[src/rtl/fifo_destino.sv]
// Destination FIFO behind the VC-to-destination arbiter: in-order storage with
// registered one-cycle read data, occupancy flags and a sticky overflow/underflow flag.
module fifo_destino #(
  parameter int DATA_WIDTH = 6,
  parameter int ADDR_WIDTH = 2,
  parameter int AFULL_TH   = 3,
  parameter int AEMPTY_TH  = 1
) (
  input  logic                  clk,
  input  logic                  reset,
  input  logic [DATA_WIDTH-1:0] data_in,
  input  logic                  push,
  input  logic                  pop,
  output logic [DATA_WIDTH-1:0] data_out,
  output logic                  data_out_valid,
  output logic [ADDR_WIDTH:0]   count,
  output logic                  fifo_full,
  output logic                  fifo_empty,
  output logic                  almost_full,
  output logic                  almost_empty,
  output logic                  fifo_error
);

  localparam int DEPTH = 1 << ADDR_WIDTH;
  localparam logic [ADDR_WIDTH:0]   DEPTH_C  = (ADDR_WIDTH+1)'(DEPTH);
  localparam logic [ADDR_WIDTH:0]   AFULL_C  = (ADDR_WIDTH+1)'(AFULL_TH);
  localparam logic [ADDR_WIDTH:0]   AEMPTY_C = (ADDR_WIDTH+1)'(AEMPTY_TH);
  localparam logic [ADDR_WIDTH:0]   CNT_ZERO = (ADDR_WIDTH+1)'(0);
  localparam logic [ADDR_WIDTH:0]   CNT_ONE  = (ADDR_WIDTH+1)'(1);
  localparam logic [ADDR_WIDTH-1:0] PTR_ZERO = ADDR_WIDTH'(0);
  localparam logic [ADDR_WIDTH-1:0] PTR_ONE  = ADDR_WIDTH'(1);
  localparam logic [DATA_WIDTH-1:0] DATA_ZERO = DATA_WIDTH'(0);

  logic [DATA_WIDTH-1:0] mem_r [DEPTH];
  logic [ADDR_WIDTH-1:0] wr_ptr_r;
  logic [ADDR_WIDTH-1:0] rd_ptr_r;
  logic [ADDR_WIDTH:0]   count_r;
  logic [DATA_WIDTH-1:0] data_out_r;
  logic                  valid_r;
  logic                  error_r;

  logic pop_ok_s;
  logic push_ok_s;
  logic fault_s;

  // Acceptance decode; a full FIFO still takes a push when a pop frees a slot.
  always_comb begin
    pop_ok_s  = 1'b0;
    push_ok_s = 1'b0;
    fault_s   = 1'b0;
    if (pop && (count_r != CNT_ZERO)) begin
      pop_ok_s = 1'b1;
    end else begin
      pop_ok_s = 1'b0;
    end
    if (push && ((count_r != DEPTH_C) || pop_ok_s)) begin
      push_ok_s = 1'b1;
    end else begin
      push_ok_s = 1'b0;
    end
    if ((push && !push_ok_s) || (pop && !pop_ok_s)) begin
      fault_s = 1'b1;
    end else begin
      fault_s = 1'b0;
    end
  end

  // Storage array; contents are don't-care after reset, so it has no reset.
  always_ff @(posedge clk) begin
    if (push_ok_s) begin
      mem_r[wr_ptr_r] <= data_in;
    end
  end

  // Pointers, occupancy and the sticky error flag.
  always_ff @(posedge clk or posedge reset) begin
    if (reset) begin
      wr_ptr_r <= PTR_ZERO;
      rd_ptr_r <= PTR_ZERO;
      count_r  <= CNT_ZERO;
      error_r  <= 1'b0;
    end else begin
      if (push_ok_s) begin
        wr_ptr_r <= wr_ptr_r + PTR_ONE;
      end
      if (pop_ok_s) begin
        rd_ptr_r <= rd_ptr_r + PTR_ONE;
      end
      case ({push_ok_s, pop_ok_s})
        2'b10:   count_r <= count_r + CNT_ONE;
        2'b01:   count_r <= count_r - CNT_ONE;
        default: count_r <= count_r;
      endcase
      if (fault_s) begin
        error_r <= 1'b1;
      end
    end
  end

  // Registered read port: data is forced to zero whenever it is not valid.
  always_ff @(posedge clk or posedge reset) begin
    if (reset) begin
      data_out_r <= DATA_ZERO;
      valid_r    <= 1'b0;
    end else if (pop_ok_s) begin
      data_out_r <= mem_r[rd_ptr_r];
      valid_r    <= 1'b1;
    end else begin
      data_out_r <= DATA_ZERO;
      valid_r    <= 1'b0;
    end
  end

  assign data_out       = data_out_r;
  assign data_out_valid = valid_r;
  assign count          = count_r;
  assign fifo_error     = error_r;
  assign fifo_full      = (count_r == DEPTH_C);
  assign fifo_empty     = (count_r == CNT_ZERO);
  assign almost_full    = (count_r >= AFULL_C);
  assign almost_empty   = (count_r <= AEMPTY_C);

endmodule
[config.mk]
export PLATFORM = sky130hd
export DESIGN_NAME = fifo_destino
export DESIGN_NICKNAME = d
export VERILOG_FILES = /design/src/rtl/fifo_destino.sv
export SDC_FILE = /design/constraint.sdc
export NUM_CORES = 1
export LEC_CHECK = 0
export BUFFER_PORTS_ARGS = -buffer_cell sky130_fd_sc_hd__buf_2
export CAP_MARGIN = 15
export CORE_AREA = 8 8 65 67
export CTS_CLUSTER_SIZE = 25
export DETAILED_ROUTE_END_ITERATION = 6
export DIE_AREA = 0 0 73 75
export HOLD_SLACK_MARGIN = 0.15
export MAX_ROUTING_LAYER = met4
export PLACE_DENSITY_LB_ADDON = 0.15
export SYNTH_ARGS = -nofsm -noshare
export SYNTH_HDL_FRONTEND = slang
export SYNTH_SLANG_ARGS = --single-unit
[constraint.sdc]
create_clock -name clk -period 2 [get_ports clk]
set_input_delay 0.2 -clock clk [delete_from_list [all_inputs] [get_ports clk]]
set_output_delay 0.2 -clock clk [all_outputs]
set_load 0.05 [all_outputs]
==> impl_metrics.xml, run 1 <==
<?xml version="1.0" encoding="UTF-8"?>
<metrics>
  <group name="cts">
    <metric name="cts.root.buffer_cell" unit="">sky130_fd_sc_hd__clkbuf_4</metric>
    <metric name="number_of_buffers_on_the_longest_clock_path" unit="">2</metric>
    <metric name="cts.sink_count" unit="">39</metric>
    <metric name="clk-insertion-delay-late" unit="ps">350</metric>
    <metric name="h-tree-depth" unit="">2</metric>
    <metric name="cts_setup_buffers" unit="">0</metric>
    <metric name="cts.clk_slew.worst_paths" unit="ps">130</metric>
    <metric name="cts-buffers-inserted" unit="">5</metric>
    <metric name="cts_tree" unit="">built</metric>
  </group>
  <group name="sta">
    <metric name="timing.setup.tns" unit="ps">0</metric>
    <metric name="rsz0062_at_grt" unit="">no</metric>
    <metric name="slew-limit-headroom" unit="%">61.2</metric>
    <metric name="timing_hold_violations_final" unit="">0</metric>
    <metric name="final_max_slew_viol_count" unit="">0</metric>
    <metric name="finalCritPeriodShare" unit="%">92.7</metric>
    <metric name="finClkSkew" unit="ps">9.67</metric>
    <metric name="worst_slew_pin_tran" unit="ps">582</metric>
    <metric name="final_setup_viols" unit="">0</metric>
    <metric name="fmax" unit="MHz">539</metric>
    <metric name="final_period_minus_worst_setup_slack" unit="ps">1850</metric>
  </group>
  <group name="setup_path">
    <metric name="rr_endpoint" unit="">mem_r[0][2]</metric>
    <metric name="worst-r2r-setup-slack" unit="ps">310</metric>
    <metric name="cp_data_arrival_time" unit="ps">1650</metric>
    <metric name="worst_setup_path_end_kind" unit="">output pin</metric>
    <metric name="worstReg2RegStart" unit="">count[1]</metric>
    <metric name="timing.critical_path.from" unit="">count[1]</metric>
    <metric name="critical_path.endpoint" unit="">fifo_empty</metric>
    <metric name="timing.critical_path.from_type" unit="">register</metric>
    <metric name="critPathRequiredTime" unit="ps">1800</metric>
    <metric name="worst_r2r_path_depth" unit="">4</metric>
    <metric name="worst-setup-path-type" unit="">reg2out</metric>
    <metric name="worstPathMaxFanout" unit="">10</metric>
  </group>
  <group name="floorplanning">
    <metric name="die_width" unit="um">73</metric>
    <metric name="core_region_area" unit="um2">3230</metric>
    <metric name="fp.dieH" unit="um">75</metric>
    <metric name="design.die.area" unit="um2">5480</metric>
    <metric name="starting_utilization_of_the_core_area" unit="%">54.3</metric>
    <metric name="rows" unit="">21</metric>
    <metric name="boundaryPins" unit="">25</metric>
  </group>
  <group name="global_routing">
    <metric name="grt_first_pass_wirelength" unit="mm">5.09</metric>
    <metric name="grt_antenna_before_repair" unit="">0</metric>
    <metric name="maximum_number_of_pins_on_one_net_before_global_route_repair" unit="">16</metric>
    <metric name="grt-ovfl-total" unit="">0</metric>
    <metric name="global_route_total_usage_across_every_layer" unit="%">13.2</metric>
    <metric name="first_global_vias" unit="">1030</metric>
  </group>
  <group name="worst_hold_path">
    <metric name="min-delay-path-class" unit="">in2reg</metric>
  </group>
  <group name="job">
    <metric name="timing.max_cap.violations" unit="">0</metric>
  </group>
  <group name="cells_and_area">
    <metric name="utilization" unit="%">63.5</metric>
    <metric name="drive_gt1_share" unit="%">28.8</metric>
    <metric name="areaGrowthSynthToFinish" unit="%">16.8</metric>
    <metric name="most-common-layout-cells" unit="">sky130_fd_sc_hd__buf_2, sky130_fd_sc_hd__edfxtp_1, sky130_fd_sc_hd__dfrtp_1</metric>
    <metric name="fin_nets" unit="">171</metric>
    <metric name="num_antenna_cells" unit="">0</metric>
  </group>
  <group name="placed_design">
    <metric name="buffer_ports.inserted" unit="">24</metric>
    <metric name="gpl.final_weighted_congestion" unit="">0.798</metric>
    <metric name="hpwlAfterDp" unit="mm">2.36</metric>
  </group>
  <group name="status">
    <metric name="outcome" unit="">completed</metric>
  </group>
  <group name="drt">
    <metric name="met3_wirelength" unit="um">158</metric>
    <metric name="drt_iter0_drc" unit="">75</metric>
    <metric name="met1Wirelength" unit="mm">1.47</metric>
    <metric name="final_antenna_net_count" unit="">0</metric>
    <metric name="detail_route.vias_per_cell" unit="">5.13</metric>
    <metric name="wl_per_cell" unit="um">16.0</metric>
    <metric name="drt_wl_total" unit="mm">3.18</metric>
    <metric name="route.vias.total" unit="">1020</metric>
    <metric name="wire_length_on_met2" unit="mm">1.46</metric>
    <metric name="remaining_drc_errors" unit="">0</metric>
    <metric name="dr.max_layer_used" unit="">met4</metric>
    <metric name="first_pass_iters" unit="">4</metric>
  </group>
  <group name="power_and_ir_drop">
    <metric name="power_density" unit="nW/um2">1550</metric>
    <metric name="worst_ir_drop_vdd" unit="mV">0.783</metric>
    <metric name="post-layout-total-power" unit="uW">3180</metric>
    <metric name="power.leakage" unit="uW">0.000874</metric>
  </group>
  <group name="yosys">
    <metric name="number_of_warnings_printed_during_yosys_synthesis" unit="">0</metric>
    <metric name="postSynthRegisterBits" unit="">39</metric>
    <metric name="yosys.cell_types.count" unit="">27</metric>
    <metric name="mapped_cells" unit="">118</metric>
    <metric name="synth.yosys.seq_area_share" unit="%">62.4</metric>
    <metric name="syn_area_per_cell" unit="um2">14.9</metric>
    <metric name="syn-cell-area" unit="um2">1760</metric>
    <metric name="postSynthNetCount" unit="">137</metric>
  </group>
</metrics>
[cell families (layout without fill, tap and decap cells)]
kind of cell / after synthesis / after routing / synth area share (%)
flops: 39 / 39 / 62.4
simple gates: 29 / 29 / 9.34
compound gates: 15 / 15 / 6.84
buf+inv: 14 / 49 / 4.13
fa+ha+maj: 9 / 9 / 6.41
mux: 7 / 7 / 8.34
xor+xnor: 5 / 5 / 2.49
[stage by stage]
stage	setup slack, ps	cell area [um2]	hold WS [ps]	cells
after detailed placement	173	1910	288	184
final	146	2050	207	199
after floorplan	17.9	1760	101	118
after global routing	36.9	2050	208	199
after global placement	276	1910	282	184
after CTS	14.1	2040	187	199
[sequential cells by signal, summed over array words and instances, names as in the netlist]
name and flops:
count 3, data_out 6, data_out_valid 1, fifo_error 1, mem_r 24, rd_ptr_r 2, wr_ptr_r 2
[final cells by class]
class	count	area [um2]
Clock buffer	5	37.5
Fill cell	252	1180
Clock inverter	3	23.8
Sequential cell	39	1100
Multi-Input combinational cell	65	599
Timing Repair Buffer	33	205
Inverter	8	30.0
Tap cell	46	57.6
[critical path, cell delays in order (launching register included)]
cell	delay (ps)
sky130_fd_sc_hd__dfrtp_2	480
sky130_fd_sc_hd__inv_1	190
sky130_fd_sc_hd__ha_4	240
sky130_fd_sc_hd__nand2b_1	100
sky130_fd_sc_hd__inv_1	50
sky130_fd_sc_hd__buf_2	250
[power by group]
group,total (uW),switching [uW],leakage (uW),internal (uW)
Sequential,1260,166,0.000401,1090
Combinational,1510,961,0.000445,551
Clock,414,273,0.0000278,141
[repair_timing]
item,in CTS,in global routing
hold buffers,7,0
gates resized for setup,1,1
endpoints found under the hold margin,39,0
endpoints found under the setup margin,2,2
[per-layer routing]
| layer | global-route usage (%) | up-vias |
|---|---|---|
| met5 | - | - |
| met4 | 8.44 | 0 |
| met3 | 4.13 | 9 |
| met2 | 18.7 | 28 |
| met1 | 16.1 | 495 |
| li1 | - | 488 |
[cells in the mapped netlist]
master	number	share of area (%)
sky130_fd_sc_hd__and2b_1	1	0.43
sky130_fd_sc_hd__a21o_1	2	0.86
sky130_fd_sc_hd__a21boi_4	1	1.1
sky130_fd_sc_hd__nor2_1	4	0.86
sky130_fd_sc_hd__a211o_1	1	0.50
sky130_fd_sc_hd__ha_1	9	6.4
sky130_fd_sc_hd__nand3_1	1	0.28
sky130_fd_sc_hd__nor2b_1	5	1.8
sky130_fd_sc_hd__a221oi_2	1	0.86
sky130_fd_sc_hd__and2_1	5	1.8
sky130_fd_sc_hd__nand2b_1	3	1.1
sky130_fd_sc_hd__a21oi_1	3	0.86
sky130_fd_sc_hd__clkbuf_1	2	0.43
sky130_fd_sc_hd__xnor2_1	5	2.5
sky130_fd_sc_hd__mux4_2	6	7.7
sky130_fd_sc_hd__buf_6	2	1.3
sky130_fd_sc_hd__dfrtp_1	15	21
sky130_fd_sc_hd__and3_1	7	2.5
sky130_fd_sc_hd__nand2_1	3	0.64
sky130_fd_sc_hd__o21ai_0	4	1.1
sky130_fd_sc_hd__mux2_1	1	0.64
sky130_fd_sc_hd__edfxtp_1	24	41
sky130_fd_sc_hd__a311o_1	1	0.57
sky130_fd_sc_hd__o2bb2ai_1	2	1.0
sky130_fd_sc_hd__buf_4	1	0.43
sky130_fd_sc_hd__buf_2	1	0.28
sky130_fd_sc_hd__inv_1	8	1.7
[worst min-delay path by stage]
stage	startpoint	endpoint	slack [ps]	cells past startpoint
floorplan	reset	count[0]	100	1
global placement	reset	count[2]	280	2
detailed placement	reset	count[2]	290	2
CTS	pop	data_out[0]	190	2
global route	pop	data_out[0]	210	2
finish	pop	data_out[0]	210	2
(Power assumes the default switching activity.)
==> run 2: changes to the inputs <==
- PLACE_DENSITY: not set -> 0.77
- PLACE_DENSITY_LB_ADDON: 0.15 -> not set
==> run 2 against run 1 <==
Via count down 0.29%; clock-buffer cell count unchanged; register-to-register slack about the same; first-iteration DRC count up 11%; largest cell class unchanged; highest routed layer unchanged.
==> impl_metrics.xml, run 2 (synthesis gave the netlist of run 1 again) <==
<?xml version="1.0" encoding="UTF-8"?>
<metrics>
  <group name="power_and_ir_drop">
    <metric name="worst_ir_drop_vdd" unit="mV">0.770</metric>
    <metric name="cellInternalPower" unit="uW">1780</metric>
    <metric name="power_density" unit="nW/um2">1540</metric>
    <metric name="power_frac_seq" unit="%">39.6</metric>
    <metric name="p_switching" unit="uW">1380</metric>
    <metric name="power.clock.fraction" unit="%">12.3</metric>
    <metric name="comb_power_share" unit="%">48.1</metric>
    <metric name="power.leakage" unit="uW">0.000875</metric>
    <metric name="switching_share" unit="%">43.7</metric>
  </group>
  <group name="placed_design">
    <metric name="buffer_ports.inserted" unit="">24</metric>
    <metric name="gpl.final_weighted_congestion" unit="">0.789</metric>
    <metric name="dpl_worst_slack" unit="ps">169</metric>
    <metric name="hpwlAfterDp" unit="mm">2.36</metric>
  </group>
  <group name="job">
    <metric name="timing.max_cap.violations" unit="">0</metric>
  </group>
  <group name="cells_and_area">
    <metric name="utilization" unit="%">63.3</metric>
    <metric name="drive_gt1_share" unit="%">28.1</metric>
    <metric name="most-common-layout-cells" unit="">sky130_fd_sc_hd__buf_2, sky130_fd_sc_hd__edfxtp_1, sky130_fd_sc_hd__dfrtp_1</metric>
    <metric name="final.fill_count" unit="">253</metric>
    <metric name="fin_nets" unit="">171</metric>
    <metric name="regMostFlops" unit="">mem_r</metric>
    <metric name="areaGrowthSynthToFinish" unit="%">16.6</metric>
    <metric name="largest_reg_flops" unit="">24</metric>
    <metric name="num_antenna_cells" unit="">0</metric>
  </group>
  <group name="setup_path">
    <metric name="cp_data_arrival_time" unit="ps">1640</metric>
    <metric name="rr_endpoint" unit="">mem_r[1][3]</metric>
    <metric name="timing.critical_path.cells" unit="">inv_1 -&gt; ha_4 -&gt; and2_1 -&gt; buf_2</metric>
    <metric name="worst_setup_path_end_kind" unit="">output pin</metric>
    <metric name="worst_path_largest_cell_delay" unit="ps">470</metric>
    <metric name="timing.critical_path.from_type" unit="">register</metric>
    <metric name="timing.critical_path.from" unit="">count[1]</metric>
    <metric name="worst-r2r-setup-slack" unit="ps">300</metric>
    <metric name="worst-setup-path-type" unit="">reg2out</metric>
    <metric name="critPathRequiredTime" unit="ps">1800</metric>
    <metric name="worstReg2RegStart" unit="">count[1]</metric>
    <metric name="critical_path_cell_count" unit="">4</metric>
    <metric name="cp.buffers_inverters" unit="">2</metric>
    <metric name="worst_r2r_path_depth" unit="">4</metric>
    <metric name="critical_path.slowest_cell" unit="">sky130_fd_sc_hd__dfrtp_2</metric>
    <metric name="worstPathMaxFanout" unit="">10</metric>
    <metric name="path_delay_family" unit="">flip-flops</metric>
    <metric name="critical_path.endpoint" unit="">fifo_full</metric>
  </group>
  <group name="cts">
    <metric name="cts.sink_count" unit="">39</metric>
    <metric name="cts_tree" unit="">built</metric>
    <metric name="number_of_buffers_on_the_longest_clock_path" unit="">2</metric>
    <metric name="clk-insertion-delay-late" unit="ps">340</metric>
    <metric name="cts-buffers-inserted" unit="">5</metric>
    <metric name="h-tree-depth" unit="">2</metric>
    <metric name="cts.clk_slew.worst_paths" unit="ps">110</metric>
    <metric name="cts.root.buffer_cell" unit="">sky130_fd_sc_hd__clkbuf_4</metric>
  </group>
  <group name="worst_hold_path">
    <metric name="min-delay-path-class" unit="">in2reg</metric>
    <metric name="worst_hold_startpoint" unit="">pop</metric>
  </group>
  <group name="sta">
    <metric name="timing_hold_violations_final" unit="">0</metric>
    <metric name="worst_slew_pin_tran" unit="ps">587</metric>
    <metric name="finalCritPeriodShare" unit="%">92.0</metric>
    <metric name="fmax" unit="MHz">543</metric>
    <metric name="final_period_minus_worst_setup_slack" unit="ps">1840</metric>
    <metric name="final_max_slew_viol_count" unit="">0</metric>
    <metric name="rsz0062_at_grt" unit="">no</metric>
    <metric name="slew-limit-headroom" unit="%">60.8</metric>
    <metric name="setup_slack" unit="ps">159</metric>
    <metric name="timing.setup.tns" unit="ps">0</metric>
    <metric name="finClkSkew" unit="ps">3.92</metric>
    <metric name="final_setup_viols" unit="">0</metric>
  </group>
  <group name="drt">
    <metric name="final_antenna_net_count" unit="">0</metric>
    <metric name="drt_wl_total" unit="mm">3.11</metric>
    <metric name="drt_iter0_drc" unit="">83</metric>
    <metric name="detail_route.vias_per_cell" unit="">5.11</metric>
    <metric name="wl_per_cell" unit="um">15.6</metric>
    <metric name="route.vias.total" unit="">1017</metric>
    <metric name="remaining_drc_errors" unit="">0</metric>
    <metric name="first_pass_iters" unit="">4</metric>
  </group>
  <group name="global_routing">
    <metric name="maximum_number_of_pins_on_one_net_before_global_route_repair" unit="">16</metric>
    <metric name="grt-ovfl-total" unit="">0</metric>
    <metric name="grt_first_pass_wirelength" unit="mm">5.06</metric>
    <metric name="global_route_total_usage_across_every_layer" unit="%">12.7</metric>
    <metric name="first_global_vias" unit="">1085</metric>
    <metric name="grt_antenna_before_repair" unit="">0</metric>
  </group>
  <group name="floorplanning">
    <metric name="rows" unit="">21</metric>
    <metric name="die_width" unit="um">73</metric>
    <metric name="boundaryPins" unit="">25</metric>
    <metric name="fp.dieH" unit="um">75</metric>
    <metric name="starting_utilization_of_the_core_area" unit="%">54.3</metric>
    <metric name="core_region_area" unit="um2">3230</metric>
    <metric name="design.die.area" unit="um2">5480</metric>
  </group>
  <group name="status">
    <metric name="outcome" unit="">completed</metric>
  </group>
</metrics>
[run 2: final cells by class]
| cell class | instances | area (um2) | share of cell area (%) |
|---|---|---|---|
| repair buffers | 33 | 205 | 10.0 |
| multi-input cells | 65 | 599 | 29.3 |
| well taps | 46 | 57.6 | 2.81 |
| clock inverters | 3 | 20.0 | 0.978 |
| flip-flops and latches | 39 | 1100 | 53.6 |
| inverters | 8 | 30.0 | 1.47 |
| clock buffers | 5 | 37.5 | 1.83 |
[run 2: worst min path at each step]
stage,slack (ps),cells after the start,endpoint
6_report,220,3,data_out_valid
5_1_grt,200,2,data_out[3]
4_1_cts,200,2,data_out[3]
3_5_place_dp,290,2,rd_ptr_r[0]
3_3_place_gp,270,2,data_out_valid
2_1_floorplan,100,1,count[0]
[run 2: worst reg2reg max path, cell delays in order (launching register included)]
cell and delay [ps]:
sky130_fd_sc_hd__dfrtp_2 450, sky130_fd_sc_hd__inv_1 140, sky130_fd_sc_hd__ha_4 230, sky130_fd_sc_hd__a21boi_4 220
sky130_fd_sc_hd__and2_1 340
[run 2: per-stage QoR]
| step | power (uW) | instance area (um2) | hold WS, ps | cells |
|---|---|---|---|---|
| finish | 3160 | 2050 | 218 | 199 |
| global route | 3360 | 2050 | 202 | 199 |
| CTS | 3150 | 2040 | 201 | 199 |
| detailed placement | 2750 | 1910 | 285 | 184 |
| global placement | 2690 | 1910 | 273 | 184 |
| floorplan | 2430 | 1760 | 101 | 118 |
[run 2: layer usage]
layer / vias up / track usage (%) / share of wire, %
met1: 493 / 14.8 / 44
li1: 491 / - / -
met4: 0 / 6.89 / 1.7
met2: 26 / 19.4 / 48
met3: 7 / 4.13 / 5.8
met5: - / - / 0
[run 2: power groups by stage]
stage | logic, uW | registers [uW] | clock network [uW]
after floorplan | 933 | 1500 | 0
after global placement | 1430 | 1260 | 0
after detailed placement | 1470 | 1270 | 0
after CTS | 1500 | 1250 | 400
after global routing | 1630 | 1290 | 436
final | 1520 | 1250 | 390
[run 2: timing repair]
item / CTS / global route
resized for setup: 1 / 1
hold buffers: 7 / 0
endpoints found under the hold margin: 39 / 0
setup buffers: 0 / 0
endpoints found under the setup margin: 2 / 2
==> run 3: changes to the inputs <==
- ABC_AREA: not set -> 1
- PLACE_DENSITY: 0.77 -> 0.76
- SLEW_MARGIN: not set -> 20
==> run 3 against run 2 <==
Global-route usage is 1.5 points higher; non-clock buffer count is 2 lower; utilization is 0.74 points lower; largest power group unchanged; critical path depth is 3 higher; highest routed layer unchanged; synthesized area is 2.1% lower; flip-flop and latch count stayed put.
==> impl_metrics.xml, run 3 <==
<?xml version="1.0" encoding="UTF-8"?>
<metrics>
  <group name="setup_path">
    <metric name="critPathRequiredTime" unit="ps">2010</metric>
    <metric name="worst-setup-path-type" unit="">reg2reg</metric>
    <metric name="timing.critical_path.from_type" unit="">register</metric>
    <metric name="critical_path_cell_count" unit="">7</metric>
    <metric name="worst_setup_path_end_kind" unit="">register</metric>
    <metric name="path_delay_family" unit="">simple AND/OR/NAND/NOR gates</metric>
    <metric name="worst_r2r_path_depth" unit="">7</metric>
    <metric name="cp_data_arrival_time" unit="ps">1930</metric>
    <metric name="critical_path.slowest_cell" unit="">sky130_fd_sc_hd__dfrtp_2</metric>
    <metric name="timing.critical_path.from" unit="">count[0]</metric>
    <metric name="worst_path_largest_cell_delay" unit="ps">420</metric>
    <metric name="worstReg2RegStart" unit="">count[0]</metric>
    <metric name="worstPathMaxFanout" unit="">7</metric>
    <metric name="cp.buffers_inverters" unit="">2</metric>
    <metric name="timing.critical_path.cells" unit="">inv_1 -&gt; ha_1 -&gt; nand2_1 -&gt; inv_2 -&gt; nand2_2 -&gt; nand2_4 -&gt; nor2_1</metric>
  </group>
  <group name="yosys">
    <metric name="synth_area_leaders" unit="">sky130_fd_sc_hd__edfxtp_1, sky130_fd_sc_hd__dfrtp_1, sky130_fd_sc_hd__nor2_1</metric>
    <metric name="syn_area_per_cell" unit="um2">11.2</metric>
    <metric name="yosysMostFrequentCell" unit="">sky130_fd_sc_hd__nor2_1</metric>
    <metric name="postSynthNetCount" unit="">172</metric>
    <metric name="async_flop_share" unit="%">38.5</metric>
    <metric name="count_of_flip_flops_with_a_built_in_enable_after_synthesis" unit="">24</metric>
    <metric name="netlist_top_cells_count" unit="">sky130_fd_sc_hd__nor2_1, sky130_fd_sc_hd__edfxtp_1, sky130_fd_sc_hd__dfrtp_1, sky130_fd_sc_hd__inv_1, sky130_fd_sc_hd__nand2_1</metric>
    <metric name="syn-cell-area" unit="um2">1720</metric>
    <metric name="yosys.cell_types.count" unit="">23</metric>
    <metric name="mapped_cells" unit="">153</metric>
    <metric name="yosys_most_used_dff" unit="">sky130_fd_sc_hd__edfxtp_1</metric>
    <metric name="synth_top_cell_area_share" unit="%">41.9</metric>
    <metric name="synthDominantAreaCellType" unit="">sky130_fd_sc_hd__edfxtp_1</metric>
    <metric name="synth.yosys.seq_area_share" unit="%">63.8</metric>
    <metric name="postSynthRegisterBits" unit="">39</metric>
    <metric name="number_of_warnings_printed_during_yosys_synthesis" unit="">0</metric>
  </group>
  <group name="worst_hold_path">
    <metric name="min-delay-path-class" unit="">in2reg</metric>
    <metric name="worst_hold_startpoint" unit="">pop</metric>
    <metric name="holdPathStages" unit="">3</metric>
  </group>
  <group name="floorplanning">
    <metric name="rows" unit="">21</metric>
    <metric name="design.die.area" unit="um2">5480</metric>
    <metric name="core_region_area" unit="um2">3230</metric>
    <metric name="starting_utilization_of_the_core_area" unit="%">53.2</metric>
    <metric name="fp.dieH" unit="um">75</metric>
    <metric name="boundaryPins" unit="">25</metric>
    <metric name="die_width" unit="um">73</metric>
  </group>
  <group name="power_and_ir_drop">
    <metric name="power.leakage" unit="uW">0.000898</metric>
    <metric name="power_density" unit="nW/um2">1570</metric>
    <metric name="worst_ir_drop_vdd" unit="mV">0.764</metric>
  </group>
  <group name="job">
    <metric name="timing.max_cap.violations" unit="">0</metric>
  </group>
  <group name="cells_and_area">
    <metric name="finish.cell_count_without_fillers" unit="">235</metric>
    <metric name="utilization" unit="%">62.6</metric>
    <metric name="drive_gt1_share" unit="%">25.9</metric>
    <metric name="num_antenna_cells" unit="">0</metric>
    <metric name="final.fill_count" unit="">266</metric>
    <metric name="regMostFlops" unit="">mem_r</metric>
    <metric name="areaGrowthSynthToFinish" unit="%">17.7</metric>
    <metric name="fin_nets" unit="">207</metric>
    <metric name="layout.cells.most_common" unit="">sky130_fd_sc_hd__nor2_1</metric>
    <metric name="most-common-layout-cells" unit="">sky130_fd_sc_hd__nor2_1, sky130_fd_sc_hd__edfxtp_1, sky130_fd_sc_hd__buf_2</metric>
    <metric name="largest_reg_flops" unit="">24</metric>
  </group>
  <group name="sta">
    <metric name="final_period_minus_worst_setup_slack" unit="ps">1910</metric>
    <metric name="final_max_slew_viol_count" unit="">0</metric>
    <metric name="fmax" unit="MHz">523</metric>
    <metric name="finalCritPeriodShare" unit="%">95.6</metric>
    <metric name="timing_hold_violations_final" unit="">0</metric>
    <metric name="final_setup_viols" unit="">0</metric>
    <metric name="slew-limit-headroom" unit="%">59.4</metric>
    <metric name="finClkSkew" unit="ps">12.6</metric>
    <metric name="worst_slew_pin_tran" unit="ps">609</metric>
  </group>
  <group name="drt">
    <metric name="drt_iter0_drc" unit="">126</metric>
    <metric name="detail_route.vias_per_cell" unit="">5.06</metric>
    <metric name="route.vias.total" unit="">1189</metric>
    <metric name="first_pass_iters" unit="">4</metric>
    <metric name="drt_wl_total" unit="mm">3.34</metric>
    <metric name="remaining_drc_errors" unit="">0</metric>
    <metric name="final_antenna_net_count" unit="">0</metric>
    <metric name="wl_per_cell" unit="um">14.2</metric>
  </group>
  <group name="cts">
    <metric name="cts_setup_buffers" unit="">0</metric>
    <metric name="h-tree-depth" unit="">2</metric>
    <metric name="number_of_buffers_on_the_longest_clock_path" unit="">2</metric>
    <metric name="cts.clk_slew.worst_paths" unit="ps">130</metric>
    <metric name="clk-insertion-delay-late" unit="ps">350</metric>
    <metric name="cts_tree" unit="">built</metric>
    <metric name="cts.sink_count" unit="">39</metric>
    <metric name="cts-buffers-inserted" unit="">5</metric>
    <metric name="cts.root.buffer_cell" unit="">sky130_fd_sc_hd__clkbuf_4</metric>
  </group>
  <group name="placed_design">
    <metric name="hpwlAfterDp" unit="mm">2.52</metric>
    <metric name="gpl.final_weighted_congestion" unit="">0.894</metric>
    <metric name="buffer_ports.inserted" unit="">24</metric>
    <metric name="place.detailed.instances" unit="">220</metric>
  </group>
  <group name="global_routing">
    <metric name="maximum_number_of_pins_on_one_net_before_global_route_repair" unit="">16</metric>
    <metric name="global_route_total_usage_across_every_layer" unit="%">14.2</metric>
    <metric name="grt_antenna_before_repair" unit="">0</metric>
    <metric name="first_global_vias" unit="">1178</metric>
    <metric name="grt-ovfl-total" unit="">0</metric>
    <metric name="grt_first_pass_wirelength" unit="mm">5.60</metric>
  </group>
  <group name="status">
    <metric name="outcome" unit="">completed</metric>
  </group>
</metrics>
run 3: layer usage:
metal	vias up	track usage [%]	share of wire, %	wire length (um)
li1	573	-	-	-
met1	571	16.4	43	1450
met2	35	22.5	51	1690
met3	10	4.66	4.4	147
met4	0	5.78	1.7	57
met5	-	-	0	0
run 3: path summary, 6_finish.rpt:
kind	end	slack [ps]
max in group asynchronous	count[1]	1110
max	mem_r[3][4]	90
max reg2reg	mem_r[3][4]	90
min reg2reg	fifo_error	500
min	data_out_valid	170
min in group asynchronous	count[2]	450
run 3: cells by family after synthesis:
logic type	after synthesis	share of synthesized area, %
adder cells (fa/ha/maj)	9	6.55
AND/OR/NAND/NOR	58	16.4
flip-flops	39	63.8
XOR/XNOR	2	1.02
AO/OA/AOI/OAI	23	7.13
buffers and inverters	22	5.17
run 3: timing repair:
action                                 4_1_cts  5_1_grt
resized for setup                            0        4
endpoints found under the hold margin       39        0
setup endpoints to repair                    0       11
hold buffers                                 7        0
run 3: per-stage QoR:
step / setup TNS [ps] / setup WS [ps] / power (uW) / area (um2) / hold WS (ps)
finish: 0 / 87.4 / 3180 / 2020 / 165
global route: -1.06 / -0.279 / 3410 / 2020 / 162
CTS: 0 / 71.8 / 3180 / 2010 / 151
detailed placement: 0 / 133 / 2770 / 1880 / 296
global placement: 0 / 203 / 2700 / 1880 / 283
floorplan: -1480 / -61.8 / 2430 / 1720 / 101
run 3: worst register-to-register path, cell delays in order (launching register included):
cell	delay [ps]
sky130_fd_sc_hd__dfrtp_2	420
sky130_fd_sc_hd__inv_1	100
sky130_fd_sc_hd__ha_1	280
sky130_fd_sc_hd__nand2_1	170
sky130_fd_sc_hd__inv_2	60
sky130_fd_sc_hd__nand2_2	80
sky130_fd_sc_hd__nand2_4	90
sky130_fd_sc_hd__nor2_1	380
run 3: report_power, final:
part / total, uW / leakage [uW] / internal (uW) / switching [uW]
combinational: 1520 / 0.000470 / 405 / 1110
clock: 417 / 0.0000278 / 141 / 276
sequential: 1250 / 0.000401 / 1090 / 155
total: 3180 / 0.000898 / 1640 / 1540
run 3: layout make-up:
| cell class | count | area, um2 | area share [%] |
|---|---|---|---|
| Sequential cell | 39 | 1100 | 54.3 |
| Multi-Input combinational cell | 92 | 542 | 26.8 |
| Timing Repair Buffer | 31 | 193 | 9.52 |
| Inverter | 19 | 71.3 | 3.53 |
| Tap cell | 46 | 57.6 | 2.84 |
| Clock buffer | 5 | 37.5 | 1.86 |
| Clock inverter | 3 | 23.8 | 1.18 |
